### src/rtl/count_seq_ctrl_pkg.sv
// Shared types for the bounded up/down count sequencer.
// Holds the count width, run modes and FSM states.
package count_pkg;

  localparam int W = 8;

  typedef logic [1:0] mode_t;

  localparam mode_t MODE_UP1 = 2'b00;
  localparam mode_t MODE_DN1 = 2'b01;
  localparam mode_t MODE_PP  = 2'b10;
  localparam mode_t MODE_RLD = 2'b11;

  typedef enum logic [1:0] {
    ST_IDLE,
    ST_LOAD,
    ST_RUN,
    ST_DONE
  } state_e;

  function automatic logic is_one_shot(mode_t m);
    return ~m[1];
  endfunction

endpackage

### src/rtl/count_seq_ctrl_if.sv
// Control/status bundle between a run initiator and the sequencer.
// master drives the run request, slave reports count and status.
interface count_seq_ctrl_if;
  import count_pkg::*;

  logic         start;
  logic         stop;
  logic         pause;
  mode_t        mode;
  logic [W-1:0] lo;
  logic [W-1:0] hi;
  logic [W-1:0] cnt;
  logic         busy;
  logic         done;
  logic         dir;
  logic         wrap;
  logic         err;

  modport master (
    output start, stop, pause,
    output mode, lo, hi,
    input  cnt, busy, done,
    input  dir, wrap, err
  );

  modport slave (
    input  start, stop, pause,
    input  mode, lo, hi,
    output cnt, busy, done,
    output dir, wrap, err
  );

endinterface

### src/rtl/count_udl.sv
// Loadable 8-bit up/down counter; load beats enable.
// ud=1 counts up, ud=0 counts down.
module count_udl
  import count_pkg::*;
(
  input  logic         ck,
  input  logic         reset,
  input  logic         en,
  input  logic         ud,
  input  logic         load,
  input  logic [W-1:0] d,
  output logic [W-1:0] cnt
);

  logic [W-1:0] cnt_q;

  always_ff @(posedge ck or posedge reset) begin
    if (reset) begin
      cnt_q <= '0;
    end else if (load) begin
      cnt_q <= d;
    end else if (en) begin
      cnt_q <= ud ? cnt_q + 1'b1
                  : cnt_q - 1'b1;
    end
  end

  assign cnt = cnt_q;

endmodule

### src/rtl/count_seq_ctrl.sv
// Run sequencer around count_udl: bounds, modes, pause/stop.
// Counter controls are combinational from state and count.
module count_seq_ctrl
  import count_pkg::*;
(
  input  logic ck,
  input  logic reset,
  count_seq_ctrl_if.slave bus
);

  state_e       state_q;
  logic [W-1:0] lo_q;
  logic [W-1:0] hi_q;
  mode_t        mode_q;
  logic         dir_q;
  logic         wrap_q;
  logic         err_q;

  logic         en;
  logic         ud;
  logic         ld;
  logic [W-1:0] d;
  logic [W-1:0] cnt;
  logic         at_hi;
  logic         at_lo;
  logic         term;
  logic         flip;

  count_udl u_cnt (
    .ck    (ck),
    .reset (reset),
    .en    (en),
    .ud    (ud),
    .load  (ld),
    .d     (d),
    .cnt   (cnt)
  );

  assign at_hi = (cnt == hi_q);
  assign at_lo = (cnt == lo_q);

  always_comb begin
    en   = 1'b0;
    ud   = dir_q;
    ld   = 1'b0;
    d    = lo_q;
    term = 1'b0;
    flip = 1'b0;
    unique case (state_q)
      ST_LOAD: begin
        if (!bus.stop) begin
          ld = 1'b1;
          d  = (mode_q == MODE_DN1) ? hi_q : lo_q;
        end
      end
      ST_RUN: begin
        if (!bus.stop && !bus.pause) begin
          unique case (mode_q)
            MODE_UP1: begin
              term = at_hi;
              en   = ~at_hi;
            end
            MODE_DN1: begin
              term = at_lo;
              en   = ~at_lo;
            end
            MODE_PP: begin
              // Turn and step the other way in one cycle.
              // A degenerate lo==hi range just holds.
              term = dir_q ? at_hi : at_lo;
              flip = term & ~(at_hi & at_lo);
              en   = ~(at_hi & at_lo);
              ud   = term ? ~dir_q : dir_q;
            end
            MODE_RLD: begin
              term = at_hi;
              en   = ~at_hi;
              ld   = at_hi;
              d    = lo_q;
            end
          endcase
        end
      end
      ST_IDLE: ;
      ST_DONE: ;
    endcase
  end

  always_ff @(posedge ck or posedge reset) begin
    if (reset) begin
      state_q <= ST_IDLE;
      lo_q    <= '0;
      hi_q    <= '0;
      mode_q  <= MODE_UP1;
      dir_q   <= 1'b1;
      wrap_q  <= 1'b0;
      err_q   <= 1'b0;
    end else begin
      wrap_q <= 1'b0;
      err_q  <= 1'b0;
      if (bus.stop) begin
        state_q <= ST_IDLE;
      end else begin
        unique case (state_q)
          ST_IDLE: begin
            if (bus.start) begin
              if (bus.lo <= bus.hi) begin
                lo_q    <= bus.lo;
                hi_q    <= bus.hi;
                mode_q  <= bus.mode;
                dir_q   <= (bus.mode != MODE_DN1);
                state_q <= ST_LOAD;
              end else begin
                err_q <= 1'b1;
              end
            end
          end
          ST_LOAD: begin
            state_q <= ST_RUN;
          end
          ST_RUN: begin
            if (term) begin
              if (is_one_shot(mode_q)) begin
                state_q <= ST_DONE;
              end else begin
                wrap_q <= 1'b1;
                if (flip) dir_q <= ~dir_q;
              end
            end
          end
          ST_DONE: begin
            state_q <= ST_IDLE;
          end
        endcase
      end
    end
  end

  assign bus.cnt  = cnt;
  assign bus.busy = (state_q != ST_IDLE);
  assign bus.done = (state_q == ST_DONE);
  assign bus.dir  = dir_q;
  assign bus.wrap = wrap_q;
  assign bus.err  = err_q;

endmodule
### src/flat_wrapper.sv
// flat-port wrapper written by rule: the top's interface ports become plain ports
module count_seq_ctrl_flat import count_pkg::*;
  (ck, reset, bus_start, bus_stop, bus_pause, bus_mode, bus_lo, bus_hi, bus_cnt, bus_busy, bus_done, bus_dir, bus_wrap, bus_err);
  count_seq_ctrl_if bus_i ();
  input  logic ck;
  input  logic reset;
  input wire logic [$bits(bus_i.start)-1:0] bus_start;
  input wire logic [$bits(bus_i.stop)-1:0] bus_stop;
  input wire logic [$bits(bus_i.pause)-1:0] bus_pause;
  input wire logic [$bits(bus_i.mode)-1:0] bus_mode;
  input wire logic [$bits(bus_i.lo)-1:0] bus_lo;
  input wire logic [$bits(bus_i.hi)-1:0] bus_hi;
  output wire logic [$bits(bus_i.cnt)-1:0] bus_cnt;
  output wire logic [$bits(bus_i.busy)-1:0] bus_busy;
  output wire logic [$bits(bus_i.done)-1:0] bus_done;
  output wire logic [$bits(bus_i.dir)-1:0] bus_dir;
  output wire logic [$bits(bus_i.wrap)-1:0] bus_wrap;
  output wire logic [$bits(bus_i.err)-1:0] bus_err;
  assign bus_i.start = bus_start;
  assign bus_i.stop = bus_stop;
  assign bus_i.pause = bus_pause;
  assign bus_i.mode = bus_mode;
  assign bus_i.lo = bus_lo;
  assign bus_i.hi = bus_hi;
  assign bus_cnt = bus_i.cnt;
  assign bus_busy = bus_i.busy;
  assign bus_done = bus_i.done;
  assign bus_dir = bus_i.dir;
  assign bus_wrap = bus_i.wrap;
  assign bus_err = bus_i.err;
  count_seq_ctrl u_core (.ck(ck), .reset(reset), .bus(bus_i));
endmodule
### config.mk
export PLATFORM = sky130hd
export DESIGN_NAME = count_seq_ctrl_flat
export DESIGN_NICKNAME = d
export VERILOG_FILES = /design/src/rtl/count_seq_ctrl_pkg.sv /design/src/rtl/count_seq_ctrl_if.sv /design/src/rtl/count_udl.sv /design/src/rtl/count_seq_ctrl.sv /design/src/flat_wrapper.sv
export SDC_FILE = /design/constraint.sdc
export NUM_CORES = 1
export LEC_CHECK = 0
export CORE_MARGIN = 10
export CORE_UTILIZATION = 25
export DETAILED_ROUTE_END_ITERATION = 12
export SETUP_SLACK_MARGIN = 0.3
export SYNTH_ARGS = -nofsm -noshare
export SYNTH_HDL_FRONTEND = slang
export SYNTH_SLANG_ARGS = --single-unit
### constraint.sdc
create_clock -name ck -period 2.68 [get_ports ck]
set_input_delay 0.402 -clock ck [delete_from_list [all_inputs] [get_ports ck]]
set_output_delay 0.402 -clock ck [all_outputs]
set_load 0.02 [all_outputs]
==> results of run 1 <==
## metal layers
layer	wire, um	GRT usage
met1	2942	0.1093
met2	3525	0.1626
met3	166	0.01583
met4	114	0.02705
met5	0	0
## final cells by class
type,count,share of cell area
Timing Repair Buffer,84,0.2169
Multi-Input combinational cell,185,0.4796
Clock buffer,7,0.02090
Sequential cell,31,0.2138
Tap cell,129,0.04419
Inverter,16,0.01644
Clock inverter,1,0.008222
## synth_stat cells, drive strengths merged, types with 2 or more instances
| cell | count |
|---|---|
| dfrtp | 30 |
| mux2 | 23 |
| nor2 | 19 |
| a21oi | 17 |
| ha | 17 |
| xor2 | 17 |
| inv | 16 |
| nand2 | 13 |
| buf | 8 |
| nand3 | 8 |
| xnor2 | 7 |
| nor3 | 5 |
| nor4 | 5 |
| o21ai | 5 |
| clkbuf | 4 |
| nand4 | 4 |
| o211ai | 4 |
| a211oi | 3 |
| nor2b | 3 |
| o2111ai | 3 |
| a21boi | 2 |
| a21o | 2 |
| a2bb2oi | 2 |
| a31oi | 2 |
| and2 | 2 |
| and4 | 2 |
| mux2i | 2 |
| nand2b | 2 |
| o311ai | 2 |
| or4 | 2 |
## kinds of logic (layout without fill, tap and decap cells)
logic type	Yosys count	after routing	synth area share
and+or+nand+nor	70	70	0.1715
buffers and inverters	28	108	0.05050
muxes	25	25	0.1173
adders and majority gates	17	17	0.08942
AOI/OAI and AO/OA	49	49	0.1562
DFF	31	31	0.3267
xor gates and xnor gates	24	24	0.08837
## flip-flops by register name, indices dropped and copies added, names as in the netlist
register          flops
u_core.state_q        2
u_core.bus.dir        1
u_core.bus.err        1
u_core.mode_q         2
u_core.u_cnt.cnt      8
u_core.lo_q           8
u_core.hi_q           8
u_core.bus.wrap       1
## stage by stage
step | hold slack, ns | worst slack (ns)
after floorplan | 0.5046 | -0.1461
after global placement | 0.5364 | -0.2522
after detailed placement | 0.5402 | -0.2586
after CTS | 0.5085 | 0.1259
after global routing | 0.4528 | 0.01711
final | 0.4131 | 0.1509
## worst min path at each step
| stage | startpoint | endpoint | slack, ns | cells after the start |
|---|---|---|---|---|
| global placement | u_core.lo_q[2] | u_core.lo_q[2] | 0.54 | 1 |
| floorplan | reset | u_core.bus.err | 0.50 | 1 |
| global route | bus_hi[6] | u_core.hi_q[6] | 0.45 | 2 |
| CTS | bus_hi[1] | u_core.hi_q[1] | 0.51 | 2 |
| finish | bus_hi[6] | u_core.hi_q[6] | 0.41 | 2 |
| detailed placement | u_core.hi_q[3] | u_core.hi_q[3] | 0.54 | 1 |
## power by group
part	internal (mW)	switching (mW)
Clock	0.278	0.177
Combinational	1.15	1.13
Sequential	0.702	0.264
Total	2.13	1.57
## critical path: cells and delay by family, from the launching register on
family,cells,cell delay [ns]
and+or+nand+nor,2,0.87
buffers and inverters,3,0.38
DFF,1,0.44
xor gates and xnor gates,2,0.34
AOI/OAI and AO/OA,3,0.36
## repair_timing
action | in CTS | in global routing
pin swaps | 17 | 22
cloned | 2 | 0
resized for setup | 17 | 31
buffers inserted | 9 | 11
endpoints found under the setup margin | 21 | 26
==> results summary, run 1 <==
Leaving out fill and tap cells, the most frequent cells in the layout are 42 x sky130_fd_sc_hd__buf_4, 30 x sky130_fd_sc_hd__clkdlybuf4s50_1, 27 x sky130_fd_sc_hd__dfrtp_1. For this run, the register share of the synthesized area comes to 0.3267. The shortest period the worst path allows is 2.529 ns. The die is 117.5 um wide. The critical path data arrival time is 2.68 ns.

The first-pass iteration count of the detailed router came out at 4. The most common cell after layout, fill and taps aside is sky130_fd_sc_hd__buf_4. The path depth of the worst reg2reg path came out at 10. Pin placement for this block handled 36 I/O pins.

The global router's overall resource usage is 0.09154. The clock passes through at most 2 buffers. The critical path starts at u_core.u_cnt.cnt[1].

The overall die height came out at 117.5 um. The flow ran to the end, and the final reports show no timing, DRC or antenna violations. The total via count after detailed routing came out at 2119. By area the synthesized netlist is led by sky130_fd_sc_hd__dfrtp_1 32%, sky130_fd_sc_hd__mux2_2 11%, sky130_fd_sc_hd__ha_1 8.9%. The via count of the first global-routing pass is 2153. The number of synthesized flops with an enable pin is 0. The core region area is 9240 um^2. In this run the clock root is driven by a sky130_fd_sc_hd__clkbuf_8. The global-route congestion overflow total came out at 0. The total non-filler cell area in the finished layout came out at 3652 um^2.

The post-detailed-route DRC marker count is 0. The count of input and output buffers is 35. The slack of the worst reg-to-reg path is 0.15 ns. The worst clock skew came out at 0.01181 ns. The kind of start point of the critical path is a flop. The H-tree generated during clock tree synthesis spans 2 levels.

The cell with the largest stage delay on the worst path is sky130_fd_sc_hd__or4b_4. The per-cell routed wire length is 14.90 um. The number of clock sinks seen by CTS is 31. The number of hold violations in the final report came out at 0. In this design, the critical path's most frequently occurring cell is sky130_fd_sc_hd__buf_6. In this run the power density over the cells is 1014 nW/um^2. STA classifies the critical path endpoint as a flop. The first global-routing pass estimated 10670 um of wire. After synthesis, the netlist uses 53 different library cells. The area overhead of the layout relative to synthesis came out at 53.55%. The number of slew-limit violations in the final report is 0. The average via count per standard cell is 4.678. Summing all placed instances gives a cell area of 3088 um^2. Headroom to the max-slew limit came out at 0.6389.

The capturing element of the worst setup path is u_core.u_cnt.cnt[6]. The setup TNS is 0 ns. Static timing analysis puts the maximum clock frequency at 395.4 MHz.

The startpoint identified for the worst register-to-register timing path is u_core.u_cnt.cnt[1]. Data on the critical path is required at its endpoint by 2.83 ns. The effective utilization at floorplan came out at 0.2574. The post-CTS clock slew at the launch and capture registers of the worst setup and hold paths came out at 0.08 ns. The area share of the largest cell type after synthesis is 0.3156. The clock buffer count from CTS came out at 5. Setup violations remaining at the end of the flow were counted as 0. The hold buffer count at CTS came out at 0.

The die footprint is 13820 um^2. The number of nets produced by synthesis came out at 284. The detailed-route wire length came out at 6748 um. For the worst-skew pair, the clock arrives at the later sink with an insertion delay of 0.28 ns.

The maximum cell stage delay along the critical path came out at 0.53 ns. The proportion of register bits with asynchronous set or reset after synthesis is 1.000. The non-filler instance count after layout came out at 453. The area of the mapped netlist came out at 2379 um^2. The HPWL reported at the end of detailed placement came out at 4881 um. The setup path with the least slack is of type flop to flop. Routability-driven placement finished with a final weighted congestion of 0.8243. The mean instance size in the synthesized netlist came out at 9.748 um^2. Setup repair after global routing could not meet its margin everywhere. The floorplan has 35 rows. The initial antenna violation count came out at 0. The total power after layout came out at 3.703 mW. The worst register-to-register path ends at u_core.u_cnt.cnt[6].

The repair_antennas step left the layout with diodes totalling 0. The share of the clock period used by the worst path is 0.9437. The number of synthesized register bits came out at 31.

The tightest min-delay check is of the input pin to flop type. For this run, the leading register cell type out of synthesis is sky130_fd_sc_hd__dfrtp_1. Fill cells in the final layout number 908. In the final layout, the share of cells above drive strength 1 is 0.3951. For this run, the number of Yosys warnings is 0. The worst-case IR drop observed on VDD is 404.1 uV. The area of the multi-input gates came out at 1752 um^2. The cell count after placement is 423. Traced cell by cell, the critical path runs through xor2_2 > nor4_4 > a31oi_4 > buf_4 > buf_6 > buf_6 > or4b_4 > a21oi_2 > xnor2_1 > a21oi_1. The final core area utilization came out at 0.3953. The static leakage power came out at 1.471 nW. TritonCTS built the clock tree. The first routing iteration left 74 violations.

Summed over all instances, the cell type with the most area after synthesis is sky130_fd_sc_hd__dfrtp_1. The sequential cells in the finished layout cover a total of 780.7 um^2. The reported max-cap violation count came out at 0. The count of nets left with antenna violations once routing finished came out at 0. The post-synthesis cell count is 244. The net count of the finished layout is 363. The largest net degree at the start of global routing is 32. The transition time of the tightest slew-check pin came out at 0.5404 ns. The largest fanout of any net on the critical path is 9.
Power figures use the tool's default switching activity.
==> run 2: changes to the inputs <==
- clock period: 2.68 -> 2.9 ns (I/O delays scaled with it)
==> run 2 against run 1 <==
Maximum frequency shrank 0.87%; sequential share of layout area rose by 2.8 points; critical path depth up 2; total power down 14%; worst hold slack better by 0.13 ns; final cell count shrank 5.7%; routed wire length shrank 8.9%; flip-flop and latch count unchanged; critical path type unchanged; largest cell class unchanged; largest power group unchanged; highest routed layer unchanged.
==> results summary, run 2 (same netlist as run 1, synthesis figures left out) <==
The layout net count came out at 337 (was 363). The number of DRC violations after detailed-routing iteration 0 came out at 78 (was 74). The share of final-layout standard cells stronger than drive strength 1 is 0.2752 (was 0.3951).

The total via count after detailed routing is 1953 (was 2119). The most crowded layer after global routing is met2 (unchanged). The largest fanout of any net on the critical path came out at 3 (was 9). The number of H-tree branching levels came out at 2 (unchanged). The kind of critical path is flop to flop (unchanged). The shortest period the worst path allows came out at 2.551 ns (was 2.529 ns).

The power per cell area came out at 987.3 nW/um^2 (was 1014 nW/um^2). The number of slew-limit violations in the final report is 0 (unchanged). The final core area utilization is 0.3491 (was 0.3953). The critical path required time came to 3.05 ns (was 2.83 ns). The class of the worst hold path is input pin to async pin (was input pin to flop). The die footprint came out at 13820 um^2 (unchanged). The initial antenna violation count is 0 (unchanged). The cell area after placement is 3012 um^2 (was 3088 um^2). The CTS tree is built (unchanged). The number of top-level pins came out at 36 (unchanged). The worst slack on hold paths is 0.5421 ns (was 0.4131 ns). The static leakage power came out at 1.305 nW (was 1.471 nW). The overall die height came to 117.5 um (unchanged).

The total non-filler cell area in the finished layout came out at 3226 um^2 (was 3652 um^2). The clock latency reported for the late side of the worst-skew pair came out at 0.28 ns (about the same). The HPWL reported at the end of detailed placement came out at 4769 um (was 4881 um). Result of the run: completed (unchanged). The number of hold violations in the final report came out at 0 (unchanged). The maximum frequency from static timing analysis came out at 391.9 MHz (was 395.4 MHz). The setup TNS is 0 ns (unchanged).

The global-route wire length before repair is 10540 um (was 10670 um). The final critical-path setup slack was 0.3486 ns (was 0.1509 ns). The number of placement rows is 35 (unchanged). The per-cell routed wire length is 14.40 um (was 14.90 um). The post-detailed-route DRC marker count came out at 0 (unchanged). The global-route congestion overflow total came out at 0 (unchanged). The final setup violation count came to 0 (unchanged). The post-place setup slack is -0.1635 ns (was -0.2586 ns). The average via count per standard cell was 4.574 (was 4.678). The total power after layout is 3.185 mW (was 3.703 mW). The most common cell after layout, fill and taps aside is sky130_fd_sc_hd__clkdlybuf4s50_1 (was sky130_fd_sc_hd__buf_4). The critical path data arrival time was 2.70 ns (was 2.68 ns).

The global routing met3 resource utilization is 0.01966 (was 0.01583). The final weighted congestion in routability-driven placement was 0.8636 (was 0.8243). The cell count after placement was 413 (was 423).

The effective utilization at floorplan came out at 0.2574 (unchanged). The post-CTS clock slew at the launch and capture registers of the worst setup and hold paths was 0.07 ns (was 0.08 ns). The share of the clock period used by the worst path is 0.8798 (was 0.9437). The total inserted antenna cells is 0 (unchanged). The critical path capture point type is a flop (unchanged). The area overhead of the layout relative to synthesis is 35.61% (was 53.55%). The count of input and output buffers is 35 (unchanged). The first-pass iteration count of the detailed router is 4 (unchanged). RSZ-0062 raised after global routing: yes (unchanged).

The core region area came out at 9240 um^2 (unchanged). The root buffer selected by CTS is sky130_fd_sc_hd__clkbuf_8 (unchanged). The relative slew slack came out at 0.6218 (was 0.6389).

The global router's overall resource usage is 0.08949 (was 0.09154). The via count of the first global-routing pass came out at 2031 (was 2153). The non-filler instance count after layout is 427 (was 453).

The global-route track usage on met1 came out at 0.1145 (was 0.1093). The worst ir drop on vdd was 368.5 uV (was 404.1 uV). The clock buffer count from CTS came out at 5 (unchanged). The worst clock skew is 0.006270 ns (was 0.01181 ns).

The kind of start point of the critical path is a flop (unchanged). Commonest cells after routing, fill and taps aside: 33 x sky130_fd_sc_hd__clkdlybuf4s50_1, 29 x sky130_fd_sc_hd__dfrtp_1, 23 x sky130_fd_sc_hd__mux2_2 (was 42 x sky130_fd_sc_hd__buf_4, 30 x sky130_fd_sc_hd__clkdlybuf4s50_1, 27 x sky130_fd_sc_hd__dfrtp_1). The reported max-cap violation count is 0 (unchanged).

The hold buffer count at CTS is 0 (unchanged). The number of nets still failing antenna checks after routing came out at 0 (unchanged). The largest net degree at the start of global routing came out at 32 (unchanged). The detailed-route wire length is 6147 um (was 6748 um). The largest buffer count on any clock path is 2 (unchanged). The transition time of the tightest slew-check pin came out at 0.5660 ns (was 0.5404 ns). The x dimension of the die is 117.5 um (unchanged). The met2 demand-to-capacity share in global routing is 0.1497 (was 0.1626). The number of clock sinks seen by CTS came to 31 (unchanged).
run 2: cell types whose count changed in the layout (fill, tap and decap cells not counted), moves of 4 or more:
cell | previous run | this run
sky130_fd_sc_hd__ha_1 | 10 | 15
sky130_fd_sc_hd__buf_4 | 42 | 22
sky130_fd_sc_hd__a21oi_4 | 4 | 0
sky130_fd_sc_hd__ha_4 | 5 | 1
run 2: final timing paths:
| path | from | to | slack (ns) | cells past startpoint |
|---|---|---|---|---|
| worst min-delay path | reset | u_core.mode_q[1] | 0.54 | 3 |
| min in group ck | u_core.hi_q[5] | u_core.hi_q[5] | 0.56 | 1 |
| max in group asynchronous | reset | u_core.u_cnt.cnt[0] | 2.03 | 3 |
| worst max-delay path | u_core.state_q[0] | u_core.u_cnt.cnt[6] | 0.35 | 12 |
| worst max register to register | u_core.state_q[0] | u_core.u_cnt.cnt[6] | 0.35 | 12 |
| worst min register to register | u_core.hi_q[5] | u_core.hi_q[5] | 0.56 | 1 |
run 2: cell type report:
cell class	count	area (um^2)
Fill cell	937	6015
Multi-Input combinational cell	185	1575
Sequential cell	31	778.2
Timing Repair Buffer	58	533.0
Tap cell	129	161.4
Clock buffer	6	82.58
Inverter	16	60.06
Clock inverter	2	35.03
run 2: what timing repair did:
item                                    in CTS  in global routing
gates resized for setup                      9                  4
endpoints found under the setup margin       5                  2
buffers inserted                             5                  1
pin swaps                                    8                  4
run 2: critical path, stage by stage, from the launching register on:
cell and delay, ns:
sky130_fd_sc_hd__dfrtp_1 0.40, sky130_fd_sc_hd__inv_2 0.08, sky130_fd_sc_hd__ha_4 0.13, sky130_fd_sc_hd__nor3b_4 0.21
sky130_fd_sc_hd__and2_4 0.20, sky130_fd_sc_hd__and4_4 0.25, sky130_fd_sc_hd__nor2_4 0.04, sky130_fd_sc_hd__xnor2_2 0.12
sky130_fd_sc_hd__ha_2 0.19, sky130_fd_sc_hd__or4b_4 0.46, sky130_fd_sc_hd__a21oi_2 0.14, sky130_fd_sc_hd__xnor2_1 0.13
sky130_fd_sc_hd__a21oi_1 0.08
run 2: report_power, final:
group	switching [mW]	internal (mW)	leakage, nW
Clock	0.176	0.278	0.0612
Combinational	0.972	0.880	0.876
Sequential	0.234	0.646	0.368
Total	1.38	1.80	1.30
run 2: per-layer routing:
layer / up-vias / routed length (um)
met5: - / 0
met4: 0 / 44
met3: 5 / 214
met2: 33 / 2984
met1: 935 / 2903
li1: 980 / -
==> run 3: changes to the inputs <==
- ABC_CLOCK_PERIOD_IN_PS: unset -> 2900
==> results of run 3 <==
Same layout as run 2: the final DEF is identical, and so are final timing and power.
